$ cat config.mk
export PLATFORM = sky130hd
export DESIGN_NAME = bloom_hash_arbiter_flat
export DESIGN_NICKNAME = d
export VERILOG_FILES = /design/src/rtl/bloom_hash_arbiter_pkg.sv /design/src/rtl/bloom_hash_arbiter_if.sv /design/src/rtl/bloom_hash_arbiter_rr.sv /design/src/rtl/bloom_hash_arbiter.sv /design/src/flat_wrapper.sv
export SDC_FILE = /design/constraint.sdc
export NUM_CORES = 1
export LEC_CHECK = 0
export ABC_AREA = 1
export CELL_PAD_IN_SITES_DETAIL_PLACEMENT = 1
export CELL_PAD_IN_SITES_GLOBAL_PLACEMENT = 1
export CORE_MARGIN = 1.5
export CORE_UTILIZATION = 37
export DETAILED_ROUTE_END_ITERATION = 7
export GPL_ROUTABILITY_DRIVEN = 0
export PLACE_DENSITY_LB_ADDON = 0.1
export SYNTH_ARGS = -nofsm -noshare
export SYNTH_HDL_FRONTEND = slang
export SYNTH_HIERARCHICAL = 1
export SYNTH_SLANG_ARGS = --single-unit
$ cat constraint.sdc
create_clock -name clk_i -period 9.25 [get_ports clk_i]
set_clock_uncertainty 0.15 [all_clocks]
set_input_delay 2.3125 -clock clk_i [delete_from_list [all_inputs] [get_ports clk_i]]
set_output_delay 2.3125 -clock clk_i [all_outputs]
set_load 0.01 [all_outputs]
$ cat src/rtl/bloom_hash_arbiter_pkg.sv
// -----------------------------------------------------------------------------
// bloom_pkg: shared constants and helpers for the Bloom hash arbiter.
//   CRC32_POLY / CRC32_INIT : CRC-32 constants (MSB-first, no final XOR).
//   calc_id_w()             : requester ID width, max(1, clog2(n)).
//   crc32_byte()            : one-byte CRC update used by every CRC user.
// -----------------------------------------------------------------------------
package bloom_pkg;

  localparam logic [31:0] CRC32_POLY = 32'h04C11DB7;
  localparam logic [31:0] CRC32_INIT = 32'hFFFFFFFF;

  function automatic int calc_id_w(input int n);
    return (n > 2) ? $clog2(n) : 1;
  endfunction

  // Byte enters at the top of the register; bit 7 is shifted in first.
  function automatic logic [31:0] crc32_byte(input logic [31:0] crc,
                                             input logic [7:0]  data);
    logic [31:0] c;
    c = crc ^ {data, 24'h000000};
    for (int i = 0; i < 8; i++) begin
      c = c[31] ? ((c << 1) ^ CRC32_POLY) : (c << 1);
    end
    return c;
  endfunction

endpackage

$ cat src/rtl/bloom_hash_arbiter_if.sv
// -----------------------------------------------------------------------------
// bloom_hash_arbiter_if: request and result buses of the Bloom hash arbiter.
//   req_valid_i / req_data_i / req_ready_o : per-requester window handshake
//   res_valid_o / res_ready_i              : result handshake
//   res_id_o / res_crc_o / res_addr_o      : result payload
//   res_cnt_o                              : delivered-result counter
// master drives requests and result backpressure; slave is the arbiter.
// -----------------------------------------------------------------------------
interface bloom_hash_arbiter_if
  import bloom_pkg::*;
#(
  parameter int NUM_REQ   = 4,
  parameter int BYTES_CNT = 15,
  parameter int ADDR_W    = 12
);
  localparam int ID_W = calc_id_w(NUM_REQ);

  logic [NUM_REQ-1:0]                  req_valid_i;
  logic [NUM_REQ-1:0][BYTES_CNT*8-1:0] req_data_i;
  logic [NUM_REQ-1:0]                  req_ready_o;
  logic                                res_valid_o;
  logic                                res_ready_i;
  logic [ID_W-1:0]                     res_id_o;
  logic [31:0]                         res_crc_o;
  logic [ADDR_W-1:0]                   res_addr_o;
  logic [31:0]                         res_cnt_o;

  modport master (
    output req_valid_i, req_data_i, res_ready_i,
    input  req_ready_o, res_valid_o, res_id_o, res_crc_o, res_addr_o, res_cnt_o
  );

  modport slave (
    input  req_valid_i, req_data_i, res_ready_i,
    output req_ready_o, res_valid_o, res_id_o, res_crc_o, res_addr_o, res_cnt_o
  );

endinterface

$ cat src/rtl/bloom_hash_arbiter_rr.sv
// -----------------------------------------------------------------------------
// rr_arbiter: combinational round-robin grant.
//   i_valid : per-requester valid
//   i_ptr   : requester index where the search starts (always < NUM_REQ)
//   o_grant : one-hot grant of the first valid requester at or after i_ptr,
//             searching upward with wrap-around; zero when nothing is valid.
// -----------------------------------------------------------------------------
module rr_arbiter
  import bloom_pkg::*;
#(
  parameter int NUM_REQ = 4
) (
  input  logic [NUM_REQ-1:0]             i_valid,
  input  logic [calc_id_w(NUM_REQ)-1:0]  i_ptr,
  output logic [NUM_REQ-1:0]             o_grant
);
  localparam int ID_W = calc_id_w(NUM_REQ);

  logic [ID_W:0]   w_sum;
  logic [ID_W-1:0] w_idx;
  logic            w_found;

  // NOTE: every variable written here gets a default first, so no path
  // through the loop can leave one unassigned and infer a latch.
  always_comb begin
    o_grant = '0;
    w_found = 1'b0;
    w_sum   = '0;
    w_idx   = '0;
    for (int k = 0; k < NUM_REQ; k++) begin
      // One extra bit so ptr + k cannot overflow before the wrap.
      w_sum = {1'b0, i_ptr} + (ID_W+1)'(k);
      if (w_sum >= (ID_W+1)'(NUM_REQ)) w_sum = w_sum - (ID_W+1)'(NUM_REQ);
      w_idx = w_sum[ID_W-1:0];
      if (!w_found && i_valid[w_idx]) begin
        o_grant[w_idx] = 1'b1;
        w_found        = 1'b1;
      end
    end
  end

endmodule

$ cat src/rtl/bloom_hash_arbiter.sv
// -----------------------------------------------------------------------------
// bloom_hash_arbiter: NUM_REQ requesters share one CRC-32 hash unit.
//   clk_i   : clock, rising edge
//   rst_n_i : asynchronous active-low reset
//   bus     : bloom_hash_arbiter_if.slave (request/result handshakes, counter)
// A round-robin grant feeds a two-stage elastic pipeline: S1 holds the
// granted window and ID, S2 holds the CRC, Bloom address and ID. Ready
// propagates backwards combinationally, so one window per cycle is
// sustained and at most two windows are in flight under backpressure.
// -----------------------------------------------------------------------------
module bloom_hash_arbiter
  import bloom_pkg::*;
#(
  parameter int NUM_REQ   = 4,
  parameter int BYTES_CNT = 15,
  parameter int ADDR_W    = 12
) (
  input logic                 clk_i,
  input logic                 rst_n_i,
  bloom_hash_arbiter_if.slave bus
);
  localparam int ID_W  = calc_id_w(NUM_REQ);
  localparam int WIN_W = BYTES_CNT * 8;

  logic [ID_W-1:0]    r_rr_ptr;
  logic               r_s1_valid;
  logic [WIN_W-1:0]   r_s1_data;
  logic [ID_W-1:0]    r_s1_id;
  logic               r_s2_valid;
  logic [ID_W-1:0]    r_s2_id;
  logic [31:0]        r_s2_crc;
  logic [ADDR_W-1:0]  r_s2_addr;
  logic [31:0]        r_res_cnt;

  logic [NUM_REQ-1:0] w_grant;
  logic [NUM_REQ-1:0] w_req_ready;
  logic [ID_W-1:0]    w_gidx;
  logic [ID_W-1:0]    w_ptr_nxt;
  logic               w_hs;
  logic               w_s1_ready;
  logic               w_s2_ready;
  logic               w_res_fire;
  logic [31:0]        w_crc;

  rr_arbiter #(.NUM_REQ(NUM_REQ)) u_rr (
    .i_valid (bus.req_valid_i),
    .i_ptr   (r_rr_ptr),
    .o_grant (w_grant)
  );

  assign w_s2_ready = !r_s2_valid || bus.res_ready_i;
  assign w_s1_ready = !r_s1_valid || w_s2_ready;
  assign w_res_fire = r_s2_valid && bus.res_ready_i;

  // Reset gates ready directly so nothing is accepted while held in reset.
  assign w_req_ready = w_grant & {NUM_REQ{w_s1_ready & rst_n_i}};
  assign w_hs        = |(bus.req_valid_i & w_req_ready);

  always_comb begin
    w_gidx = '0;
    for (int i = 0; i < NUM_REQ; i++) begin
      if (w_grant[i]) w_gidx = ID_W'(i);
    end
    w_ptr_nxt = (w_gidx == ID_W'(NUM_REQ-1)) ? '0 : w_gidx + ID_W'(1);
  end

  // CRC over the S1 window, byte 0 first.
  always_comb begin
    w_crc = CRC32_INIT;
    for (int b = 0; b < BYTES_CNT; b++) begin
      w_crc = crc32_byte(w_crc, r_s1_data[b*8 +: 8]);
    end
  end

  // NOTE: sequential state uses non-blocking assignments so every flop
  // samples the pre-edge values regardless of statement order.
  always_ff @(posedge clk_i or negedge rst_n_i) begin
    if (!rst_n_i) begin
      r_rr_ptr   <= '0;
      r_s1_valid <= 1'b0;
      r_s2_valid <= 1'b0;
      r_s2_id    <= '0;
      r_s2_crc   <= '0;
      r_s2_addr  <= '0;
      r_res_cnt  <= '0;
    end else begin
      if (w_hs) r_rr_ptr <= w_ptr_nxt;
      if (w_s1_ready) r_s1_valid <= w_hs;
      if (w_s2_ready) begin
        r_s2_valid <= r_s1_valid;
        if (r_s1_valid) begin
          r_s2_id   <= r_s1_id;
          r_s2_crc  <= w_crc;
          r_s2_addr <= w_crc[ADDR_W-1:0];
        end
      end
      if (w_res_fire) r_res_cnt <= r_res_cnt + 32'd1;
    end
  end

  // NOTE: S1 payload is qualified by r_s1_valid, so it carries no reset;
  // only control state and the visible outputs are cleared.
  always_ff @(posedge clk_i) begin
    if (w_hs) begin
      r_s1_data <= bus.req_data_i[w_gidx];
      r_s1_id   <= w_gidx;
    end
  end

  assign bus.req_ready_o = w_req_ready;
  assign bus.res_valid_o = r_s2_valid;
  assign bus.res_id_o    = r_s2_id;
  assign bus.res_crc_o   = r_s2_crc;
  assign bus.res_addr_o  = r_s2_addr;
  assign bus.res_cnt_o   = r_res_cnt;

endmodule

$ cat src/flat_wrapper.sv
// flat-port wrapper written by rule: the top's interface ports become plain ports
module bloom_hash_arbiter_flat import bloom_pkg::*;
#(
  parameter int NUM_REQ   = 4,
  parameter int BYTES_CNT = 15,
  parameter int ADDR_W    = 12
)
  (clk_i, rst_n_i, bus_req_valid_i, bus_req_data_i, bus_res_ready_i, bus_req_ready_o, bus_res_valid_o, bus_res_id_o, bus_res_crc_o, bus_res_addr_o, bus_res_cnt_o);
  bloom_hash_arbiter_if #(.NUM_REQ(NUM_REQ), .BYTES_CNT(BYTES_CNT), .ADDR_W(ADDR_W)) bus_i ();
  input logic clk_i;
  input logic rst_n_i;
  input wire logic [$bits(bus_i.req_valid_i)-1:0] bus_req_valid_i;
  input wire logic [$bits(bus_i.req_data_i)-1:0] bus_req_data_i;
  input wire logic [$bits(bus_i.res_ready_i)-1:0] bus_res_ready_i;
  output wire logic [$bits(bus_i.req_ready_o)-1:0] bus_req_ready_o;
  output wire logic [$bits(bus_i.res_valid_o)-1:0] bus_res_valid_o;
  output wire logic [$bits(bus_i.res_id_o)-1:0] bus_res_id_o;
  output wire logic [$bits(bus_i.res_crc_o)-1:0] bus_res_crc_o;
  output wire logic [$bits(bus_i.res_addr_o)-1:0] bus_res_addr_o;
  output wire logic [$bits(bus_i.res_cnt_o)-1:0] bus_res_cnt_o;
  assign bus_i.req_valid_i = bus_req_valid_i;
  assign bus_i.req_data_i = bus_req_data_i;
  assign bus_i.res_ready_i = bus_res_ready_i;
  assign bus_req_ready_o = bus_i.req_ready_o;
  assign bus_res_valid_o = bus_i.res_valid_o;
  assign bus_res_id_o = bus_i.res_id_o;
  assign bus_res_crc_o = bus_i.res_crc_o;
  assign bus_res_addr_o = bus_i.res_addr_o;
  assign bus_res_cnt_o = bus_i.res_cnt_o;
  bloom_hash_arbiter #(.NUM_REQ(NUM_REQ), .BYTES_CNT(BYTES_CNT), .ADDR_W(ADDR_W)) u_core (.clk_i(clk_i), .rst_n_i(rst_n_i), .bus(bus_i));
endmodule
==> results of run 1 <==
==> through the flow <==
stage | util | std cells | hold slack, ps | setup TNS [ps] | setup WS, ps
2_1_floorplan | - | 5123 | 268 | 0 | 965
3_3_place_gp | 0.529 | 7397 | 280 | -2530 | -187
3_5_place_dp | 0.529 | 7397 | 286 | -12920 | -588
4_1_cts | 0.550 | 7470 | 310 | 0 | 1.37
==> metal layers <==
metal  GRT overflow  global-route usage
met5              0              0.0682
met4              7               0.682
met3              0               0.347
met2              4               0.890
met1              0               0.585
==> cell families after synthesis <==
| family | share of synthesized area |
|---|---|
| AO/OA/AOI/OAI | 0.0830 |
| XOR/XNOR | 0.0839 |
| adder cells (fa/ha/maj) | 0.00330 |
| buffers and inverters | 0.0843 |
| flip-flops | 0.178 |
| AND/OR/NAND/NOR | 0.567 |
==> timing repair <==
action,in CTS
setup buffers,41
pin swaps,49
endpoints found under the setup margin,32
hold endpoints to repair,0
cloned,0
hold buffers,0
resized for setup,183
==> flow_summary.toml, run 1 <==
[floorplanning]
row_count = 104
die_w_um = 289
design.portCount = 570
initial_core_util = 0.376
fp.dieH_um = 289

[synthesis]
synth_most_common_cell = "nand2_1"
async_flop_share = 0.365
synth.largest_area_cell = "nand2_1"
yosysSeqAreaShare = 0.178
synthesis.area_mm2 = 0.0303
synth.area.top_cells = "nand2_1, nand3_1, edfxtp_1"
synth_ff_type = "edfxtp_1"
synth_top_cells_by_count = "nand2_1, nand3_1, inv_1"
synth_warnings = 6
synthCells = 5123
synth_top_area_frac = 0.270
avgSynthCellArea_um2 = 5.92
synth-seq-cells = 192
synthDistinctLibCells = 47
synth-edff-count = 122
synth_nets = 5618

[sta]
crit_endpoint = "u_core/bus.res_crc_o[28]$_DFFE_PN0P_/D"
endpoint_type = "register data pin"

[place]
placed_cell_area_mm2 = 0.0427
place_hpwl_mm = 128
numPortBuffers = 569

[global_route]
grt_use_total = 0.617
grt_start_max_net_pins = 135
overflow = 11

[outcome]
status = "stopped before the end"
stop_error = "[ERROR GRT-0232] Routing congestion too high. Check the congestion heatmap in the GUI."
haltStage = "global routing"

[cts]
cts_root_buffer = "clkbuf_16"
clock-sinks = 192
clock_path_buffers = 2
htree_levels = 4
cts_buffers = 17
==> run 2: changes to the inputs <==
CELL_PAD_IN_SITES_DETAIL_PLACEMENT = not set   (was 1)
CELL_PAD_IN_SITES_GLOBAL_PLACEMENT = not set   (was 1)
CORE_UTILIZATION = 40   (was 37)
PLACE_DENSITY_LB_ADDON = 0.15   (was 0.1)
==> run 2 against run 1 <==
Compared with the run above:
- the run now ends clean
- synthesized cell count stayed put
- synthesized area unchanged
==> flow_summary.toml, run 2 <==
[sta]
setup_viol_count_final = 0
tightest_slew_ps = 976
fin_crit_sh = 0.972
slew_headroom = 0.348
rsz0062_at_grt = "true"
maxSlewViolCount = 0
clock.fmax_mhz = 111
period_needed_ps = 8990
finalHoldViolations = 0

[outcome]
status = "finished clean"

[route]
firstDrtPassIters = 8
drt_iter0_drc = 3279
num_vias = 39500
vias_per_cell = 5.47
wl_per_cell_um = 18.7
drtAntennaViolNets = 0
post-route-drc-count = 0
drt-total-wl_mm = 135

[setup_path]
cp.arrival_ps = 9280
cp.required_ps = 9540
startpoint = "u_core/r_s1_data[1]"
r2r-start = "u_core/r_s1_data[1]"
rrSetupSlack_ps = 260
crit_path_start_kind = "flip-flop"
cp_common_cell = "nand2_1"
worst_path_largest_cell_delay_ps = 460
cp-endpoint = "u_core/bus.res_crc_o[15]"
cp-end-kind = "flip-flop"
rr_worst_depth = 74
crit_path_max_fanout = 10
cpMaxStageDelayCell = "edfxtp_1"
worstSetupPathType = "reg -> reg"
reg2reg_to = "u_core/bus.res_crc_o[15]"

[final_layout]
largest_register_ffs = 120
final_nets = 6741
drive_above_1_share = 0.294
largest-register = "u_core/r_s1_data"
final_core_util = 0.613
syn2layout_area_growth_pct = 51.1
final_common_cell = "nand2_1"
final_cell_mix = "nand2_1, nand3_1, buf_4"
fillers = 6939
fin_area_mm2 = 0.0459

[hold_path]
min_path_type = "reg -> reg"

[floorplanning]
die_w_um = 278
fp.dieH_um = 278
die_area_mm2 = 0.0775
core_region_area_mm2 = 0.0748
design.portCount = 570
row_count = 100
initial_core_util = 0.406

[synthesis]
avgSynthCellArea_um2 = 5.92
synth_top_cells_by_count = "nand2_1, nand3_1, inv_1"
synth_ff_type = "edfxtp_1"
yosysSeqAreaShare = 0.178
synthCells = 5123
synth-seq-cells = 192
synth.largest_area_cell = "nand2_1"
synth_top_area_frac = 0.270
synth_most_common_cell = "nand2_1"
async_flop_share = 0.365
synthesis.area_mm2 = 0.0303
synth-edff-count = 122
synth.area.top_cells = "nand2_1, nand3_1, edfxtp_1"
synth_warnings = 6
synthDistinctLibCells = 47
synth_nets = 5618

[cts]
cts_root_buffer = "clkbuf_16"
clk_pin_slew_worst_paths_ps = 100
clock_path_buffers = 2
clock-sinks = 192
cts_tree = "yes"
clk_latency_ps = 520
htree_levels = 4
hold_buffers = 0
cts_buffers = 17

[flow_run]
drv_cap = 0

[global_route]
grt_start_max_net_pins = 137
grt_use_total = 0.322
grt_pass1_wl_mm = 195
overflow = 0
grt_pass1_vias = 35100
antenna_found_initial = 3

[place]
numPortBuffers = 569
place_hpwl_mm = 106
placed_cell_area_mm2 = 0.0404
[run 2: through the flow]
stage	hold slack, ps	instances	setup slack [ps]	setup TNS (ps)
6_report	316	7230	258	0
2_1_floorplan	268	5123	965	0
3_5_place_dp	283	7015	-467	-8310
3_3_place_gp	292	7015	-313	-3100
5_1_grt	359	7229	-294	-5540
4_1_cts	319	7058	2.95	0
[run 2: what timing repair did]
item / CTS / global route
cloned: 0 / 9
buffers inserted: 11 / 161
pin swaps: 2 / 211
resized for setup: 21 / 777
endpoints found under the hold margin: 0 / 0
setup endpoints to repair: 32 / 32
[run 2: final cells by class]
cell class,count,area (um^2),share of cell area
clock buffers,17,425,0.00928
diodes,2,5.00,0.000109
clock inverters,15,245,0.00535
flip-flops and latches,192,5420,0.118
well taps,969,1210,0.0264
inverters,500,1990,0.0433
multi-input cells,4321,25600,0.558
repair buffers,1214,11000,0.239
[run 2: cells by family (layout without fill, tap and decap cells)]
group                    after synthesis  after routing  share of synthesized area
XOR/XNOR                             279            279                     0.0839
AND/OR/NAND/NOR                     3645           3653                      0.567
flip-flops                           192            192                      0.178
buffers and inverters                618           1746                     0.0843
adder cells (fa/ha/maj)                8              8                    0.00330
other                                  0              2                          0
AO/OA/AOI/OAI                        381            381                     0.0830
[run 2: worst min-delay path by stage]
stage,from,to,slack (ps),depth (start not counted)
2_1_floorplan,u_core/r_s1_id[0],u_core/bus.res_id_o[0],270,2
3_3_place_gp,u_core/r_s1_id[0],u_core/bus.res_id_o[0],290,2
3_5_place_dp,u_core/r_s1_id[0],u_core/bus.res_id_o[0],280,2
4_1_cts,u_core/r_s1_id[1],u_core/bus.res_id_o[1],320,2
5_1_grt,u_core/r_s1_id[0],u_core/bus.res_id_o[0],360,2
6_report,u_core/r_s1_id[1],u_core/bus.res_id_o[1],320,2
[run 2: per-layer routing]
layer | vias up | routed length, um | GRT usage
li1 | 19000 | - | -
met2 | 1907 | 64700 | 0.563
met3 | 384 | 10100 | 0.0452
met1 | 18200 | 53900 | 0.395
met4 | 0 | 6760 | 0.130
met5 | - | 0 | 0
[run 2: worst max-delay path: cells and delay by family (launching register included)]
kind          cells  cell delay [ps]
simple gates     58             5910
xor+xnor          3              810
flops             1              460
buf+inv          13             1530
Power of run 2 is left out: the tool's default activity adds up to more than one toggle a clock period on the data nets, which glitch-free logic cannot reach.
